`src/rtl/pxs_pkg.sv`:
```
// Shared definitions for the pixel-stream stages: stream field positions,
// widths, colour constants, centre-line modes and the flash FSM state type.
package pxs_pkg;

    localparam int VGA_W   = 23;
    localparam int RGB_W   = 26;
    localparam int COORD_W = 10;

    localparam int ACTIVE_BIT = 0;
    localparam int VS_BIT     = 1;
    localparam int HS_BIT     = 2;
    localparam int YC_LSB     = 3;
    localparam int YC_MSB     = 12;
    localparam int XC_LSB     = 13;
    localparam int XC_MSB     = 22;
    localparam int R_BIT      = 23;
    localparam int G_BIT      = 24;
    localparam int B_BIT      = 25;
    localparam int RGB_LSB    = 23;
    localparam int RGB_MSB    = 25;
    localparam int VGA_LSB    = 0;
    localparam int VGA_MSB    = 22;

    // Colours are {B,G,R}, matching the order of RGBStr bits 25..23.
    localparam logic [2:0] BLACK = 3'b000;
    localparam logic [2:0] WHITE = 3'b111;

    typedef enum logic [1:0] {
        MODE_DASHED   = 2'b00,
        MODE_SOLID    = 2'b01,
        MODE_NOCENTRE = 2'b10,
        MODE_OFF      = 2'b11
    } mode_e;

    typedef enum logic {
        FLASH_IDLE = 1'b0,
        FLASH_ON   = 1'b1
    } flash_state_e;

endpackage

```
`src/rtl/pxs_frame_flash.sv`:
```
// Frame tick from the VS edge plus the goal-flash FSM that decides when the
// court colours are inverted.
module pxs_frame_flash
    import pxs_pkg::*;
#(
    parameter int   FLASH_FRAMES = 32,
    parameter int   FLASH_PERIOD = 4,
    parameter logic VS_ACTIVE    = 1'b0
) (
    input  logic         px_clk,
    input  logic         reset_n,
    input  logic         vs_i,
    input  logic         goal_i,
    output logic         tick_o,
    output logic         inv_o,
    output logic         flashing_o,
    output flash_state_e state_o
);

    localparam int                CNT_W    = $clog2(FLASH_FRAMES) + 1;
    localparam logic [CNT_W-1:0]  CNT_LAST = CNT_W'(FLASH_FRAMES - 1);

    logic              vs_q, vs_d;
    flash_state_e      state_q, state_d;
    logic [CNT_W-1:0]  cnt_q, cnt_d;
    logic              odd_half;

    always_comb begin
        vs_d    = vs_i;
        state_d = state_q;
        cnt_d   = cnt_q;
        tick_o  = (vs_i == VS_ACTIVE) && (vs_q != VS_ACTIVE);

        case (state_q)
            FLASH_IDLE: begin
                if (goal_i) begin
                    state_d = FLASH_ON;
                    cnt_d   = '0;
                end
            end
            FLASH_ON: begin
                // A goal restarts the flash even when it lands on a frame tick.
                if (goal_i) begin
                    cnt_d = '0;
                end else if (tick_o) begin
                    if (cnt_q == CNT_LAST) begin
                        state_d = FLASH_IDLE;
                        cnt_d   = '0;
                    end else begin
                        cnt_d = cnt_q + 1'b1;
                    end
                end
            end
            default: begin
                state_d = FLASH_IDLE;
                cnt_d   = '0;
            end
        endcase

        odd_half   = 1'((32'(cnt_q) / 32'(FLASH_PERIOD)) & 32'd1);
        inv_o      = (state_q == FLASH_ON) && !odd_half;
        flashing_o = (state_q == FLASH_ON);
        state_o    = state_q;
    end

    always_ff @(posedge px_clk or negedge reset_n) begin
        if (!reset_n) begin
            vs_q    <= ~VS_ACTIVE;
            state_q <= FLASH_IDLE;
            cnt_q   <= '0;
        end else begin
            vs_q    <= vs_d;
            state_q <= state_d;
            cnt_q   <= cnt_d;
        end
    end

endmodule

```
`src/rtl/pxs_court_gen.sv`:
```
// Court renderer: draws top, bottom and centre lines onto the VGA stream,
// with a frame-synchronous mode shadow, blanking mask and goal flash.
module pxs_court_gen
    import pxs_pkg::*;
#(
    parameter int         WIDTH_SCREEN  = 640,
    parameter int         HEIGHT_SCREEN = 480,
    parameter int         WIDTH_LINE    = 6,
    parameter int         DASH_LEN      = 8,
    parameter logic [2:0] COURT_COLOR   = 3'b111,
    parameter logic [2:0] BG_COLOR      = 3'b000,
    parameter int         FLASH_FRAMES  = 32,
    parameter int         FLASH_PERIOD  = 4,
    parameter logic       VS_ACTIVE     = 1'b0
) (
    input  logic             px_clk,
    input  logic             reset_n,
    input  logic [VGA_W-1:0] VGAStr_i,
    input  logic [1:0]       mode_i,
    input  logic             goal_i,
    output logic [RGB_W-1:0] RGBStr_o,
    output logic             flashing_o
);

    localparam logic [COORD_W-1:0] TOP_END   = COORD_W'(WIDTH_LINE);
    localparam logic [COORD_W-1:0] BOT_START = COORD_W'(HEIGHT_SCREEN - WIDTH_LINE);
    localparam logic [COORD_W-1:0] BOT_END   = COORD_W'(HEIGHT_SCREEN);
    localparam logic [COORD_W-1:0] CTR_START = COORD_W'(WIDTH_SCREEN / 2 - WIDTH_LINE / 2);
    localparam logic [COORD_W-1:0] CTR_END   = COORD_W'(WIDTH_SCREEN / 2 + WIDTH_LINE / 2);
    localparam int                 DASH_BIT  = $clog2(DASH_LEN);

    logic [COORD_W-1:0] xc, yc;
    logic               active;
    logic               tick, inv, flashing;
    flash_state_e       flash_state;
    logic               unused_flash_state;

    mode_e              mode_q, mode_d;
    logic [RGB_W-1:0]   rgb_str_q, rgb_str_d;
    logic               flashing_q, flashing_d;

    logic               on_top, on_bottom, on_ctr, dash_on, court;
    logic [2:0]         colour;

    assign xc     = VGAStr_i[XC_MSB:XC_LSB];
    assign yc     = VGAStr_i[YC_MSB:YC_LSB];
    assign active = VGAStr_i[ACTIVE_BIT];

    pxs_frame_flash #(
        .FLASH_FRAMES (FLASH_FRAMES),
        .FLASH_PERIOD (FLASH_PERIOD),
        .VS_ACTIVE    (VS_ACTIVE)
    ) u_frame_flash (
        .px_clk     (px_clk),
        .reset_n    (reset_n),
        .vs_i       (VGAStr_i[VS_BIT]),
        .goal_i     (goal_i),
        .tick_o     (tick),
        .inv_o      (inv),
        .flashing_o (flashing),
        .state_o    (flash_state)
    );

    // FSM state is a debug observation point only; flashing carries the same information.
    assign unused_flash_state = ^flash_state;

    always_comb begin
        mode_d = mode_q;
        if (tick) begin
            mode_d = mode_e'(mode_i);
        end

        on_top    = (yc < TOP_END);
        on_bottom = (yc >= BOT_START) && (yc < BOT_END);
        on_ctr    = (xc >= CTR_START) && (xc < CTR_END);
        dash_on   = ~yc[DASH_BIT];

        court = 1'b0;
        case (mode_q)
            MODE_DASHED:   court = on_top | on_bottom | (on_ctr & dash_on);
            MODE_SOLID:    court = on_top | on_bottom | on_ctr;
            MODE_NOCENTRE: court = on_top | on_bottom;
            MODE_OFF:      court = 1'b0;
            default:       court = 1'b0;
        endcase

        // Inversion swaps court and background; blanking overrides everything.
        colour = (court ^ inv) ? COURT_COLOR : BG_COLOR;
        if (!active) begin
            colour = BLACK;
        end

        rgb_str_d  = {colour, VGAStr_i};
        flashing_d = flashing;
    end

    always_ff @(posedge px_clk or negedge reset_n) begin
        if (!reset_n) begin
            mode_q     <= MODE_DASHED;
            rgb_str_q  <= '0;
            flashing_q <= 1'b0;
        end else begin
            mode_q     <= mode_d;
            rgb_str_q  <= rgb_str_d;
            flashing_q <= flashing_d;
        end
    end

    assign RGBStr_o   = rgb_str_q;
    assign flashing_o = flashing_q;

endmodule

```
`config.mk`:
```
export PLATFORM = sky130hd
export DESIGN_NAME = pxs_court_gen
export DESIGN_NICKNAME = d
export VERILOG_FILES = /design/src/rtl/pxs_pkg.sv /design/src/rtl/pxs_frame_flash.sv /design/src/rtl/pxs_court_gen.sv
export SDC_FILE = /design/constraint.sdc
export NUM_CORES = 1
export LEC_CHECK = 0
export CAP_MARGIN = 20
export CORE_ASPECT_RATIO = 0.75
export CORE_MARGIN = 3
export CORE_UTILIZATION = 38
export CTS_BUF_LIST = sky130_fd_sc_hd__clkbuf_2 sky130_fd_sc_hd__clkbuf_4 sky130_fd_sc_hd__clkbuf_8
export DETAILED_ROUTE_END_ITERATION = 12
export PLACE_DENSITY = 0.87
export SLEW_MARGIN = 20
export SYNTH_ARGS = -nofsm -noshare
export SYNTH_HDL_FRONTEND = slang
export SYNTH_SLANG_ARGS = --single-unit
```
`constraint.sdc`:
```
create_clock -name px_clk -period 1.35 [get_ports px_clk]
set_input_delay 0.27 -clock px_clk [delete_from_list [all_inputs] [get_ports px_clk]]
set_output_delay 0.27 -clock px_clk [all_outputs]
set_load 0.05 [all_outputs]
```
=== Yosys cells after proc, flatten, opt, wreduce, memory -nomap -nowiden ===
Index checks and enable logic that the tools add are counted.

* Equal/unequal tests: 6
* Magnitude comparators: 5
* Muxes and demuxes: 13
* Reduce and logical (&&, ||, !) cells: 7
* Add/sub/neg operators: 1
* Bitwise gates (word level): 8

{| class="wikitable"
|+ Operators by type and width
! cell !! count
|-
| 6-bit two-way mux || 4
|-
| 10-bit by 9-bit greater-or-equal comparator with 1-bit output, second input constant || 2
|-
| 10-bit by 9-bit less-than comparator with 1-bit output, second input constant || 2
|-
| 6-bit one-hot mux with 2 select lines || 1
|-
| 10-bit by 3-bit less-than comparator with 1-bit output, second input constant || 1
|-
| 6-bit by 1-bit adder with 6-bit output, second input constant || 1
|-
| 6-bit by 5-bit == test with 1-bit output, second input constant || 1
|-
| 3-bit two-way mux || 2
|-
| 2-bit == test, second input constant || 2
|-
| 1-bit logical AND || 4
|-
| 1-bit two-way mux || 4
|-
| 1-bit one-hot mux with 4 select lines || 1
|-
| 3-bit inequality test, second input constant || 1
|-
| 1-bit NOT || 3
|-
| 1-bit bitwise OR || 3
|-
| 2-bit by 1-bit == test with 1-bit output, second input constant || 1
|-
| 2-bit zero test || 1
|-
| 2-bit inequality test, second input constant || 1
|-
| 1-bit one-hot mux with 2 select lines || 1
|-
| 2-bit AND reduction || 1
|-
| 1-bit bitwise AND || 1
|-
| 1-bit zero test || 1
|-
| 1-bit bitwise XOR || 1
|}

* Bits of input ports: 28
* Output and inout port bits: 27
* Flip-flop bits (word level): 37
* Word-level logic and storage cells: 46

=== Depth between registers and ports, before layout ===
Gate-level depths: netlist of run 1.

* Depth after elaboration: 8
* Mapped depth: 6
* Mapped depth without buffers: 6

=== Hierarchy ===
From an unflattened synthesis of run 1, not the netlist that was laid out.

* Cell total of the unflattened synthesis: 92
* Area total of the unflattened synthesis: 1300.0 um^2

{| class="wikitable"
|+ By module, submodules not included
! module !! seq. area each (um^2) !! area each (um^2) !! cells each !! times used
|-
| pxs_court_gen || 675.6 || 853.3 || 48 || 1
|-
| pxs_frame_flash || 201.4 || 446.7 || 44 || 1
|}

=== Least setup slack after synthesis of run 1 ===
Ideal clock, no wire load.

* Path type: input to register
* From: input VGAStr_i[9]
* To: register rgb_str_q[24] (netlist: RGBStr_o[24])
* Arrival time: 1.319 ns
* Path slack: -0.089 ns
* Stages: 5
* Path buffers: 0
* Cell sequence: nor4_1 -> o2bb2a_2 -> a2111oi_4 -> o21ai_0 -> and3b_1

* Word-level cells in the longest chain between the ends: 8
* Elaborated cells between the ends (all ways): 11

{| class="wikitable"
|+ Ends and longest elaborated chain
! what !! RTL line !! RTL
|-
| start: declaration || pxs_court_gen.sv:18 || <nowiki>input logic [VGA_W-1:0] VGAStr_i,</nowiki>
|-
| 10-bit by 9-bit greater-or-equal comparator with 1-bit output or 10-bit by 9-bit less-than comparator with 1-bit output (tied branches) || pxs_court_gen.sv:74 || <nowiki>on_bottom = (yc >= BOT_START) && (yc < BOT_END);</nowiki>
|-
| 1-bit logical AND || pxs_court_gen.sv:74 ||
|-
| 1-bit bitwise OR (*) || pxs_court_gen.sv:80, pxs_court_gen.sv:81, pxs_court_gen.sv:82 ||
|-
| 1-bit bitwise OR (on tied branches) || pxs_court_gen.sv:81, pxs_court_gen.sv:80 ||
|-
| 1-bit one-hot mux with 4 select lines (*) || pxs_court_gen.sv:79 || <nowiki>case (mode_q)</nowiki>
|-
| 1-bit bitwise XOR (*) || pxs_court_gen.sv:88 || <nowiki>colour = (court ^ inv) ? COURT_COLOR : BG_COLOR;</nowiki>
|-
| 3-bit two-way mux (*) || pxs_court_gen.sv:88 ||
|-
| 3-bit two-way mux (*) || pxs_court_gen.sv:89 || <nowiki>if (!active) begin</nowiki>
|-
| end signal: assignment || pxs_court_gen.sv:104 || <nowiki>rgb_str_q <= rgb_str_d;</nowiki>
|-
| end: declaration || pxs_court_gen.sv:39 || <nowiki>logic [RGB_W-1:0] rgb_str_q, rgb_str_d;</nowiki>
|}

Every way passes the cells marked *; elsewhere a longest branch is shown, timed or not.
A chain may end at the register's enable or synchronous reset.

=== Final worst setup path of run 1 ===
* From: register u_frame_flash.cnt_q[0]
* To: register u_frame_flash.cnt_q[3]

* Word-level cells in the longest chain between the ends: 5
* Elaborated cells between the ends (all ways): 6

{| class="wikitable"
|+ Ends and longest elaborated chain
! what !! RTL line !! RTL
|-
| start: declaration || pxs_frame_flash.sv:25 || <nowiki>logic [CNT_W-1:0] cnt_q, cnt_d;</nowiki>
|-
| start signal: assignment || pxs_frame_flash.sv:74 || <nowiki>cnt_q <= cnt_d;</nowiki>
|-
| 6-bit by 1-bit adder with 6-bit output or 6-bit by 5-bit == test with 1-bit output (tied branches) || pxs_frame_flash.sv:50, pxs_frame_flash.sv:46 ||
|-
| 6-bit two-way mux (*) || pxs_frame_flash.sv:46 || <nowiki>if (cnt_q == CNT_LAST) begin</nowiki>
|-
| 6-bit two-way mux (*) || pxs_frame_flash.sv:45 || <nowiki>end else if (tick_o) begin</nowiki>
|-
| 6-bit two-way mux (*) || pxs_frame_flash.sv:43 || <nowiki>if (goal_i) begin</nowiki>
|-
| 6-bit one-hot mux with 2 select lines (*) || pxs_frame_flash.sv:34 || <nowiki>case (state_q)</nowiki>
|}

Every way passes the cells marked *; elsewhere a longest branch is shown, timed or not. The select of a mux whose other input is x is not followed.

==> metrics.md, run 1 <==
| Metric | Value |
|---|---|
| Wirelength, routed | 2990 um |
| Clk network pwr share | 0.289 |
| Wire length per cell | 15.4 um |
| H-tree depth | 2 |
| Top cells by count, synth | dfrtp_1, nor2_1, nand2_1 |
| Hold crit path type | input pin to flip-flop |
| Top-count cell post-synth | dfrtp_1 |
| Primary FF master, synth | dfrtp_1 |
| CTS tree | built |
| # rows | 17 |
| Worst setup margin | -9.01 ps |
| Least-Margin Pin Slew | 292 ps |
| Detailed Routing Iterations Pass 1 | 4 |
| Static Leak | 1.04 nW |
| Pwr/cell area | 1020 nW/um2 |
| Synthesized instance count | 88 |
| Max Transition Viols Final | 0 |
| Hold Fails Final Rpt | 0 |
| Placed instance area | 2150 um2 |
| Sw Share | 0.264 |
| Vias in the first global route | 1,062 |
| Final period utilization | 1.01 |
| Worst Hold Depth | 1 |
| Die Ht | 55.3 um |
| Largest net degree at the start of global routing | 36 |
| N_diodes | 0 |
| Initial antenna violation count | 0 |
| Layout cells sized above 1 | 0.391 |
| Setup Viol. Count Final | 2 |
| Synth top area share | 0.690 |
| Share of power burned in registers | 0.490 |
| Port bufs | 54 |
| Power Internal | 1.73 mW |
| Post-route cell area | 2310 um2 |
| Setup crit start kind | flip-flop |
| Max-cap viol count | 0 |
| Die Wd | 71.8 um |
| Clk sinks | 35 |
| Clock buffer depth | 2 |
| Clock root cell | clkbuf_8 |
| Synthesized area per cell | 14.0 um2 |
| #FFs+latches synth | 35 |
| TritonCTS buffer count | 5 |
| Gpl congestion | 0.757 |
| Minimum clock period after layout | 1360 ps |
| Library cells used by synthesis | 28 |
| Status | finished with violations |
| Post-route ant nets | 0 |
| Post-synthesis sequential area ratio | 0.711 |
| Slew Limit Headroom | 0.804 |
| Initial core utilization | 0.408 |
| Nets | 186 |
| Failing checks | negative setup slack |
| Async SR Flop Fraction | 1.00 |
| CP Max Fanout | 3 |
| Vias per Instance | 4.82 |
| Post-synth EDFFs | 0 |
| Switching power total | 0.620 mW |
| Clock transition at the registers of the reported paths | 60 ps |
| Core Util, Final | 0.765 |
| Arr. time, crit path | 1520 ps |
| Post-Syn Nets | 117 |
| Critical setup path kind | flip-flop to flip-flop |
| Largest cells by area after synthesis | dfrtp_1, a2111oi_4, dfstp_2 |
| Mapped cell area | 1230 um2 |
| Synth warnings | 0 |
| Top cell type by total area after synthesis | dfrtp_1 |
| Worst VDD drop | 0.777 mV |
| Clk Latency, worst-skew pair | 280 ps |
| Crit path capture type | flip-flop |
| Post-DP HPWL | 2280 um |
| Grt ovf | 0 |
| Worst path required time | 1510 ps |
| Skew final | 4.18 ps |
| Num ports | 55 |
| Global Route Usage Sum | 0.162 |
| DR vias | 936 |
| Die area | 3970 um2 |
| Comb power frac | 0.220 |
| Layout fillers | 194 |
| First DRT Iteration DRCs | 57 |
| Max frequency | 736 MHz |
| Synthesis-to-finish area growth | 87.3% |
| Post-route DRC | 0 |
| Core Area | 3020 um2 |
| First-pass GRT wire length | 4770 um |
| RSZ-0062 raised after global routing | true |
| Path depth of the worst reg2reg path | 6 |
## layout by cell type (no fill, tap or decap), drive strengths merged, types with 2 or more instances in the layout
| master | Yosys | routed |
|---|---|---|
| a21oi | 3 | 3 |
| nand4 | 3 | 3 |
| clkbuf | 1 | 7 |
| dlymetal6s2s | 0 | 4 |
| inv | 2 | 2 |
| clkdlybuf4s50 | 0 | 14 |
| xor2 | 3 | 3 |
| nand2 | 5 | 5 |
| dlygate4sd2 | 0 | 6 |
| mux2 | 2 | 2 |
| o21ai | 6 | 6 |
| nor4b | 2 | 2 |
| and3b | 2 | 2 |
| nor2 | 6 | 6 |
| o211ai | 2 | 2 |
| nand3 | 2 | 2 |
| nor2b | 2 | 2 |
| buf | 2 | 39 |
| dfrtp | 34 | 34 |
## cell type report
cell class / count / area, um2 / share of cell area
well taps: 38 / 47.5 / 0.0206
repair buffers: 65 / 900 / 0.389
flip-flops and latches: 35 / 877 / 0.380
inverters: 2 / 7.51 / 0.00325
clock buffers: 6 / 76.3 / 0.0330
multi-input cells: 48 / 403 / 0.174
## logic make-up (layout without fill, tap and decap cells)
| family | count (synthesis) | count (layout) | share of synthesized area |
|---|---|---|---|
| flip-flops | 35 | 35 | 0.711 |
| AND/OR/NAND/NOR | 26 | 26 | 0.118 |
| adder cells (fa/ha/maj) | 1 | 1 | 0.0101 |
| multiplexers | 3 | 3 | 0.0264 |
| buffers and inverters | 5 | 73 | 0.0213 |
| AO/OA/AOI/OAI | 15 | 15 | 0.0923 |
| XOR/XNOR | 3 | 3 | 0.0213 |
## power groups by stage
stage / Sequential [mW] / Clock [mW] / Combinational, mW
floorplan: 1.28 / 0 / 0.0510
global placement: 1.16 / 0 / 0.500
detailed placement: 1.17 / 0 / 0.509
CTS: 1.15 / 0.701 / 0.511
global route: 1.16 / 0.757 / 0.541
finish: 1.15 / 0.679 / 0.518
## state kept, by name, summed over array words and instances, names as in the netlist
name,count
flashing_o,1
RGBStr_o,24
u_frame_flash.cnt_q,6
mode_q,2
u_frame_flash.vs_q,1
u_frame_flash.flashing_o,1
## path summary, 6_finish.rpt
kind,end,slack [ps],start
worst max-delay path,u_frame_flash.cnt_q[3],-9,u_frame_flash.cnt_q[0]
worst min-delay path,RGBStr_o[7],160,VGAStr_i[7]
worst max register to register,u_frame_flash.cnt_q[3],-9,u_frame_flash.cnt_q[0]
worst min register to register,flashing_o,430,u_frame_flash.flashing_o
max in group asynchronous,u_frame_flash.vs_q,740,reset_n
min in group asynchronous,RGBStr_o[22],360,reset_n
## metal layers
metal / vias up / wire length (um) / track usage
met3: 5 / 233 / 0.0600
met5: - / 0 / 0
met4: 0 / 58 / 0.0912
li1: 441 / - / -
met1: 449 / 1160 / 0.170
met2: 41 / 1540 / 0.276
## critical path: stages (launching register included)
cell and delay [ps]:
dfrtp_1 370, ha_2 200, nand4_1 110, o211ai_1 290
nor2_1 80, o21ai_1 120, o31ai_1 80
## through the flow
step | total power [mW] | worst slack (ps) | instances | TNS, ps | hold slack [ps]
final | 2.35 | -9.01 | 194 | -10.6 | 163
after global routing | 2.45 | -118 | 194 | -280 | 156
after CTS | 2.36 | 4.97 | 192 | 0 | 224
after detailed placement | 1.68 | -481 | 185 | -1800 | 417
after global placement | 1.66 | -480 | 185 | -1500 | 408
after floorplan | 1.33 | 23.9 | 88 | 0 | -25.6
## repair_timing
item                       4_1_cts  5_1_grt
pin swaps                       10        9
hold buffers                     0        0
resized for setup               24       12
setup buffers                    1        2
cloned                           0        0
setup endpoints to repair        2        4
No activity file was read; power rests on OpenSTA's default activity.
==> run 2: changes to the inputs <==
--- a/config.mk
+++ b/config.mk
@@ -16,3 +16,4 @@
 export SYNTH_ARGS = -nofsm -noshare
 export SYNTH_HDL_FRONTEND = slang
 export SYNTH_SLANG_ARGS = --single-unit
+export TNS_END_PERCENT = 20
==> run 2 against run 1 <==
Against the previous run: the flow still finishes with violations (negative setup slack); cell count did not move; sequential cell count did not move; register-to-register slack barely moved; combinational power barely moved; sequential share of layout area rose by 0.29 points; routed wire length fell by 0.70%; highest routed layer unchanged; critical path type is now input pin to flip-flop; utilization fell by 0.58 points; clock-buffer cell count did not move.
==> metrics.md, run 2 (synthesis gave the netlist of run 1 again) <==
| Metric | Value |
|---|---|
| Worst path required time | 1520 ps |
| Skew final | 3.95 ps |
| Initial antenna violation count | 0 |
| Wire length per cell | 15.3 um |
| CP Max Fanout | 3 |
| Port bufs | 54 |
| Slew Limit Headroom | 0.801 |
| Synthesis-to-finish area growth | 85.9% |
| Max reg flops | 24 |
| Core Area | 3020 um2 |
| Clk Latency, worst-skew pair | 280 ps |
| Setup Viol. Count Final | 3 |
| Die area | 3970 um2 |
| Vias per Instance | 4.86 |
| Max Transition Viols Final | 0 |
| Gpl congestion | 0.757 |
| Hold Fails Final Rpt | 0 |
| Grt ovf | 0 |
| Failing checks | negative setup slack |
| Least-Margin Pin Slew | 299 ps |
| Pwr/cell area | 1020 nW/um2 |
| Critical setup path kind | input pin to flip-flop |
| Nets | 186 |
| RSZ-0062 raised after global routing | true |
| Num ports | 55 |
| Arr. time, crit path | 1540 ps |
| Post-route ant nets | 0 |
| Hold-fix buffers at CTS | 0 |
| Max frequency | 730 MHz |
| TritonCTS buffer count | 5 |
| Global Route Usage Sum | 0.162 |
| Wirelength, routed | 2970 um |
| Largest net degree at the start of global routing | 36 |
| Placement Setup Slack | -481 ps |
| Status | finished with violations |
| Setup crit start kind | input pin |
| First DRT Iteration DRCs | 49 |
| Layout cells sized above 1 | 0.378 |
| Post-route DRC | 0 |
| Layout fillers | 197 |
| CTS tree | built |
| Clock transition at the registers of the reported paths | 60 ps |
| Minimum clock period after layout | 1370 ps |
| Most frequent cells in the layout | dfrtp_1, buf_12, clkdlybuf4s50_1, buf_4 |
| Final period utilization | 1.01 |
| Clk sinks | 35 |
| Max-cap viol count | 0 |
| # rows | 17 |
| Crit path capture type | flip-flop |
| Worst VDD drop | 0.775 mV |
| Static Leak | 1.00 nW |
| H-tree depth | 2 |
| Most common cell after layout, fill and taps aside | dfrtp_1 |
| Vias in the first global route | 1,062 |
| Die Ht | 55.3 um |
| Initial core utilization | 0.408 |
| Detailed Routing Iterations Pass 1 | 4 |
| First-pass GRT wire length | 4770 um |
| Core Util, Final | 0.759 |
| Worst setup margin | -20.1 ps |
| N_diodes | 0 |
| Hold crit path type | input pin to flip-flop |
| Multi-input logic area | 390 um2 |
| Post-DP HPWL | 2280 um |
| Reg area | 877 um2 |
| DR vias | 942 |
| Clock root cell | clkbuf_8 |
| Die Wd | 71.8 um |
| Clock buffer depth | 2 |
run 2: repair_timing:
item,CTS,global route
setup endpoints to repair,2,4
resized for setup,24,5
pin swaps,10,2
endpoints found under the hold margin,0,0
buffers inserted,1,2
run 2: worst max-delay path: stages:
cell	delay (ps)
clkdlybuf4s50_1	460
and4b_1	230
o211ai_1	90
a21oi_2	90
nor3_1	200
and3b_1	200
run 2: layout make-up:
cell class,instances,share of cell area
Clock buffer,6,0.0333
Inverter,2,0.00327
Multi-Input combinational cell,48,0.170
Sequential cell,35,0.382
Tap cell,38,0.0207
Timing Repair Buffer,65,0.390
run 2: layer usage:
| layer | global-route usage | part of all wire | vias to the layer above |
|---|---|---|---|
| met1 | 0.170 | 0.38 | 454 |
| met5 | 0 | 0 | - |
| met4 | 0.0912 | 0.019 | 0 |
| met3 | 0.0600 | 0.080 | 5 |
| li1 | - | - | 442 |
| met2 | 0.276 | 0.52 | 41 |
run 2: per-stage QoR:
stage          power (mW)  hold slack [ps]  instance area [um2]  cells  TNS (ps)
2_1_floorplan        1.33            -25.6                 1230     88         0
3_3_place_gp         1.66              408                 2150    185     -1500
3_5_place_dp         1.68              417                 2150    185     -1800
4_1_cts              2.36              224                 2260    192         0
5_1_grt              2.45              241                 2290    194      -351
6_report             2.34              258                 2290    194     -45.2
run 2: path summary, 6_finish.rpt:
check / start / to / slack (ps) / depth (start not counted)
setup / recovery: VGAStr_i[15] / RGBStr_o[24] / -20 / 6
hold / removal: VGAStr_i[10] / RGBStr_o[10] / 260 / 1
setup reg to reg: u_frame_flash.cnt_q[0] / u_frame_flash.cnt_q[5] / -20 / 6
hold reg to reg: u_frame_flash.flashing_o / flashing_o / 430 / 0
max in group asynchronous: reset_n / u_frame_flash.vs_q / 740 / 2
min in group asynchronous: reset_n / mode_q[1] / 350 / 2
run 2: report_power, final:
group	switching (mW)	internal [mW]
combinational	0.251	0.265
clock	0.314	0.363
sequential	0.0471	1.10
total	0.612	1.73
==> patch 1: new RTL, flow settings as in run 2 <==
`VS_ACTIVE` is set to 1'b0 in 2 places; all go to 1'b1.
--- a/src/rtl/pxs_frame_flash.sv
+++ b/src/rtl/pxs_frame_flash.sv
@@ -6,5 +6,5 @@
     parameter int   FLASH_FRAMES = 32,
     parameter int   FLASH_PERIOD = 4,
-    parameter logic VS_ACTIVE    = 1'b0
+    parameter logic VS_ACTIVE    = 1'b1
 ) (
     input  logic         px_clk,
--- a/src/rtl/pxs_court_gen.sv
+++ b/src/rtl/pxs_court_gen.sv
@@ -12,5 +12,5 @@
     parameter int         FLASH_FRAMES  = 32,
     parameter int         FLASH_PERIOD  = 4,
-    parameter logic       VS_ACTIVE     = 1'b0
+    parameter logic       VS_ACTIVE     = 1'b1
 ) (
     input  logic             px_clk,
Check against the original RTL: not equivalent (Yosys sat finds a counterexample within 4 cycles, from zero or initial values and one cycle with reset_n low).
==> patch 1 against run 2 <==
The run still ends with negative setup slack left; final area decreased by 1.4%; worst hold slack worse by 0.13 ns; clock power grew 13%; routed wire length is 2.9% higher; worst setup slack lost 0.064 ns; fmax down 4.5%; power up 2.0%; sequential cell count down 1; die area decreased by 1.4%; area after synthesis down 1.5%; largest power group unchanged; highest routed layer unchanged.
==> patch 1: results (changes against run 2) <==
Gate Count Post-Synth 88 (unchanged); Synthesized Nets 117 (unchanged); TritonRoute pass-1 iters 4 (unchanged); number of remaining DRC errors 0 (unchanged); reg2reg end u_frame_flash.cnt_q[3]; vias in the first global route 954 (-10%); non-filler instance count after layout 199 (+2.6%); Post-synth ARST share 1.000 (unchanged); maximum count of clock buffers along a single path 2 (unchanged); CTS buffer count 5 (unchanged); depth of the worst register-to-register path 4 (-2); Max-slew headroom 0.7836 (-0.01694); 1st-iter DRT viols 55 (+12%); hold path start VGAStr_i[10]; n_diodes 0 (unchanged); Post-Route WL 3056 um (+2.9%); most frequent cells after synthesis sky130_fd_sc_hd__dfrtp_1, sky130_fd_sc_hd__nor2_1, sky130_fd_sc_hd__nand2_1; CP Max Fanout 4 (+1); pin count of the biggest net entering global routing 35 (-2.8%); # port buffers 54 (unchanged); Yosys cell types 27 (-3.6%); average vias per placed instance 4.915 (+1.2%); standby leakage power 0.001005 uW (+0.27%); half-perimeter wire length of the detailed placement result 2320 um (+1.6%); class of the most critical hold timing path input port to flop; cell types occupying the most area after synthesis sky130_fd_sc_hd__dfrtp_1, sky130_fd_sc_hd__a2111oi_4, sky130_fd_sc_hd__xor2_1; status complete, but fails checks; number of antenna violations at the first check in global routing 0 (unchanged); Worst Slack Setup Final -0.08424 ns (-0.06414 ns); data arrival time of the critical path 1.61 ns (+0.07 ns); sequential share of the synthesized area 0.7003 (-0.01064); count of final setup violators 1 (-2); routability cong. 0.7260 (-4.1%); GR Util All Layers 0.1626 (+0.0007570); htree depth 2 (unchanged); worst clock skew on the final layout 0.005712 ns (+0.001759 ns); clock transition at the register clock pins on the worst setup and hold paths after CTS approximately 0.070 ns; share of post-route cells with drive strength above 1 0.3602 (-0.01796); R2R setup slack -0.07 ns (-0.05 ns); clock latency on the worst-skew pair 0.28 ns (about the same); Clk Tree Root Cell sky130_fd_sc_hd__clkbuf_8; worst hold path depth 1 (unchanged); cell total after placement 186 (+0.54%); number of filler cells placed in the layout 188 (-4.6%); Synthesis Warnings 0 (unchanged); maximum vdd ir drop 742.3 uV (-4.3%); Crit Reg-Reg Startpoint RGBStr_o[1]; end point of the most critical hold path RGBStr_o[10]; wire length of the first global-routing pass 4588 um (-3.8%); violations in the final reports negative setup slack
[patch 1: metrics by stage]
step           setup WS (ns)  TNS (ns)  hold slack (ns)  area, um^2
2_1_floorplan        0.02386         0         -0.02559        1215
3_3_place_gp         -0.4962    -1.285           0.4116        2135
3_5_place_dp         -0.5413    -1.852           0.4109        2135
4_1_cts             0.005930         0           0.1169        2228
5_1_grt              -0.1261   -0.1951           0.1275        2261
6_report            -0.08424  -0.08424           0.1237        2261
[patch 1: worst max path at each step]
| stage | cells past startpoint | from | slack [ns] | to |
|---|---|---|---|---|
| floorplan | 6 | u_frame_flash.cnt_q[0] | 0.02 | u_frame_flash.cnt_q[3] |
| global placement | 6 | VGAStr_i[9] | -0.50 | RGBStr_o[24] |
| detailed placement | 6 | VGAStr_i[9] | -0.54 | RGBStr_o[24] |
| CTS | 5 | u_frame_flash.cnt_q[0] | 0.006 | u_frame_flash.cnt_q[3] |
| global route | 6 | u_frame_flash.cnt_q[0] | -0.13 | u_frame_flash.cnt_q[3] |
| finish | 5 | VGAStr_i[1] | -0.08 | u_frame_flash.cnt_q[3] |
[patch 1: repair_timing]
| item | CTS | global route |
|---|---|---|
| endpoints found under the setup margin | 2 | 4 |
| pin swaps | 7 | 4 |
| setup buffers | 1 | 4 |
| gates resized for setup | 20 | 1 |
| hold buffers | 0 | 0 |
[patch 1: critical path: stages]
cell	delay, ns
sky130_fd_sc_hd__clkdlybuf4s50_1	0.49
sky130_fd_sc_hd__and3b_1	0.26
sky130_fd_sc_hd__o211ai_1	0.15
sky130_fd_sc_hd__buf_4	0.17
sky130_fd_sc_hd__o31ai_1	0.27
[patch 1: cells by family after synthesis]
group	count (synthesis)	share of synthesized area
and+or+nand+nor	26	0.1195
muxes	3	0.02678
DFF	34	0.7003
xor gates and xnor gates	3	0.02163
adders and majority gates	1	0.01030
buffers and inverters	6	0.02780
AOI/OAI and AO/OA	15	0.09371
[patch 1: power breakdown]
group / switching, uW / internal [uW] / leakage (uW)
Clock: 357 / 409 / 0.0000472
Sequential: 46.7 / 1070 / 0.000404
Combinational: 244 / 262 / 0.000554
Total: 648 / 1740 / 0.00100
[patch 1: cell type report]
class / count / area share
inverter: 2 / 0.003320
sequential: 34 / 0.3763
multi-input combinational: 48 / 0.1516
clock buffer: 6 / 0.03652
tap: 38 / 0.02103
clock inverter: 2 / 0.005534
timing repair buffer: 69 / 0.4056
[patch 1: layer usage]
| layer | global-route usage | wire length, um | vias to the layer above | part of all wire |
|---|---|---|---|---|
| met3 | 0.04874 | 194 | 11 | 0.063 |
| met5 | 0 | 0 | - | 0 |
| met2 | 0.3064 | 1617 | 48 | 0.53 |
| li1 | - | - | 455 | - |
| met1 | 0.1757 | 1189 | 464 | 0.39 |
| met4 | 0.06563 | 56 | 0 | 0.018 |
==> patch 2: new RTL, settings of run 2 <==
Without the edit above. Register the output `RGBStr_o` once more, without a reset; this adds one clock of latency there. The other outputs are not delayed to match.
--- a/src/rtl/pxs_court_gen.sv
+++ b/src/rtl/pxs_court_gen.sv
@@ -107,5 +107,7 @@
     end
 
-    assign RGBStr_o   = rgb_str_q;
+    always_ff @(posedge px_clk) begin
+        RGBStr_o <= rgb_str_q;
+    end
     assign flashing_o = flashing_q;
 
Function: changed (Yosys sat finds a counterexample within 4 cycles, from zero or initial values and one cycle with reset_n low).
==> patch 2 against run 2 <==
The run still ends with negative setup slack left; power grew 80%; final area grew 32%; routed wire length grew 51%; fmax shrank 3.8%; first-iteration DRC count is the same; via count grew 28%; sequential cell count grew 24; worst setup slack lost 0.054 ns; area after synthesis grew 39%; utilization shrank 3.8 points; critical path type is now flop to flop; highest routed layer unchanged.
==> patch 2: results (changes against run 2) <==
status complete, but fails checks; violations in the final reports negative setup slack; GR Util All Layers 0.1727 (+0.01089); area fraction in compound gates after synthesis 0.06642 (-0.02587); placed instance area 2685 um^2 (+25%); cell types occupying the most area after synthesis sky130_fd_sc_hd__dfrtp_1, sky130_fd_sc_hd__dfxtp_1, sky130_fd_sc_hd__a2111oi_4; half-perimeter wire length of the detailed placement result 3106 um (+36%); worst clock skew on the final layout 0.007352 ns (+0.003400 ns); wire length of the first global-routing pass 6686 um (+40%); multiplexer area fraction after synthesis 0.01898 (-0.007391); count of final setup violators 4 (+1); clock latency on the worst-skew pair 0.33 ns (+0.05 ns); switching pwr 1010 uW (+65%); maximum vdd ir drop 1315 uV (+70%); delay contributed by the slowest stage of the critical path 0.44 ns (-0.02 ns); post-synthesis share of cell area spent on xor and xnor gates 0.01533 (-0.005970); share of total power in combinational logic 0.128 (-0.092); met1 demand-to-capacity share in global routing 0.1700 (+0.0003677); arithmetic-cell share of the synthesized area counting full adders, half adders and majority gates 0.007299 (-0.002843); Worst Slack Setup Final -0.07423 ns (-0.05413 ns); met2 wirelength from detailed routing 2505 um (+61%); Logic power comb 541 uW (+4.8%); number of nets in the final layout 221 (+19%); vias 1209 (+28%); Post-synth ARST share 0.5932 (-0.4068); end point of the most critical hold path rgb_str_q[10]; Post-Route WL 4474 um (+51%); slew of the pin with the lowest slew margin 0.3656 ns (+0.06616 ns); most frequent cells after synthesis sky130_fd_sc_hd__dfrtp_1, sky130_fd_sc_hd__dfxtp_1, sky130_fd_sc_hd__nor2_1; sequential share of the synthesized area 0.7920 (+0.08102); final sum of negative setup slack -0.1276 ns (-0.08241 ns); metal1 wirelength 1647 um (+47%); cell total after placement 231 (+25%); met3 routing resource usage after global routing 0.04768 (-0.01232); htree depth 3 (+1); reg2reg end rgb_str_q[24]; depth of the worst register-to-register path 5 (-1); average vias per placed instance 4.798 (-1.2%); hold slack final 0.1103 ns (-0.1478 ns); vias in the first global route 1302 (+23%); share of post-route cells with drive strength above 1 0.4061 (+0.02789); largest registers RGBStr_o: 24 flops, rgb_str_q: 24 flops, u_frame_flash.cnt_q: 6 flops; standby leakage power 0.001373 uW (+37%); routability cong. 0.8089 (+6.8%); GR Layer Usage met2 0.3350 (+0.05882); Yosys cell types 29 (+3.6%); met3 WL post-DR 210 um (-11%); Avg Cell Area, Syn 15.30 um^2 (+9.2%); clock share of power 0.419 (+0.130)
[patch 2: critical path: cells and delay by family, from the launching register on]
| kind | cells | cell delay (ns) |
|---|---|---|
| DFF | 1 | 0.44 |
| AOI/OAI and AO/OA | 3 | 0.39 |
| and+or+nand+nor | 2 | 0.49 |
[patch 2: area by class of cell]
| class | count | area [um^2] |
|---|---|---|
| sequential | 59 | 1358 |
| fill | 271 | 1172 |
| timing repair buffer | 72 | 967.2 |
| multi-input combinational | 48 | 404.1 |
| clock buffer | 10 | 137.6 |
| clock inverter | 6 | 88.84 |
| tap | 55 | 68.82 |
| inverter | 2 | 7.507 |
[patch 2: what timing repair did]
| item | in CTS | in global routing |
|---|---|---|
| pin swaps | 7 | 13 |
| endpoints found under the setup margin | 3 | 6 |
| endpoints found under the hold margin | 0 | 0 |
| resized for setup | 19 | 20 |
| buffers inserted | 2 | 3 |
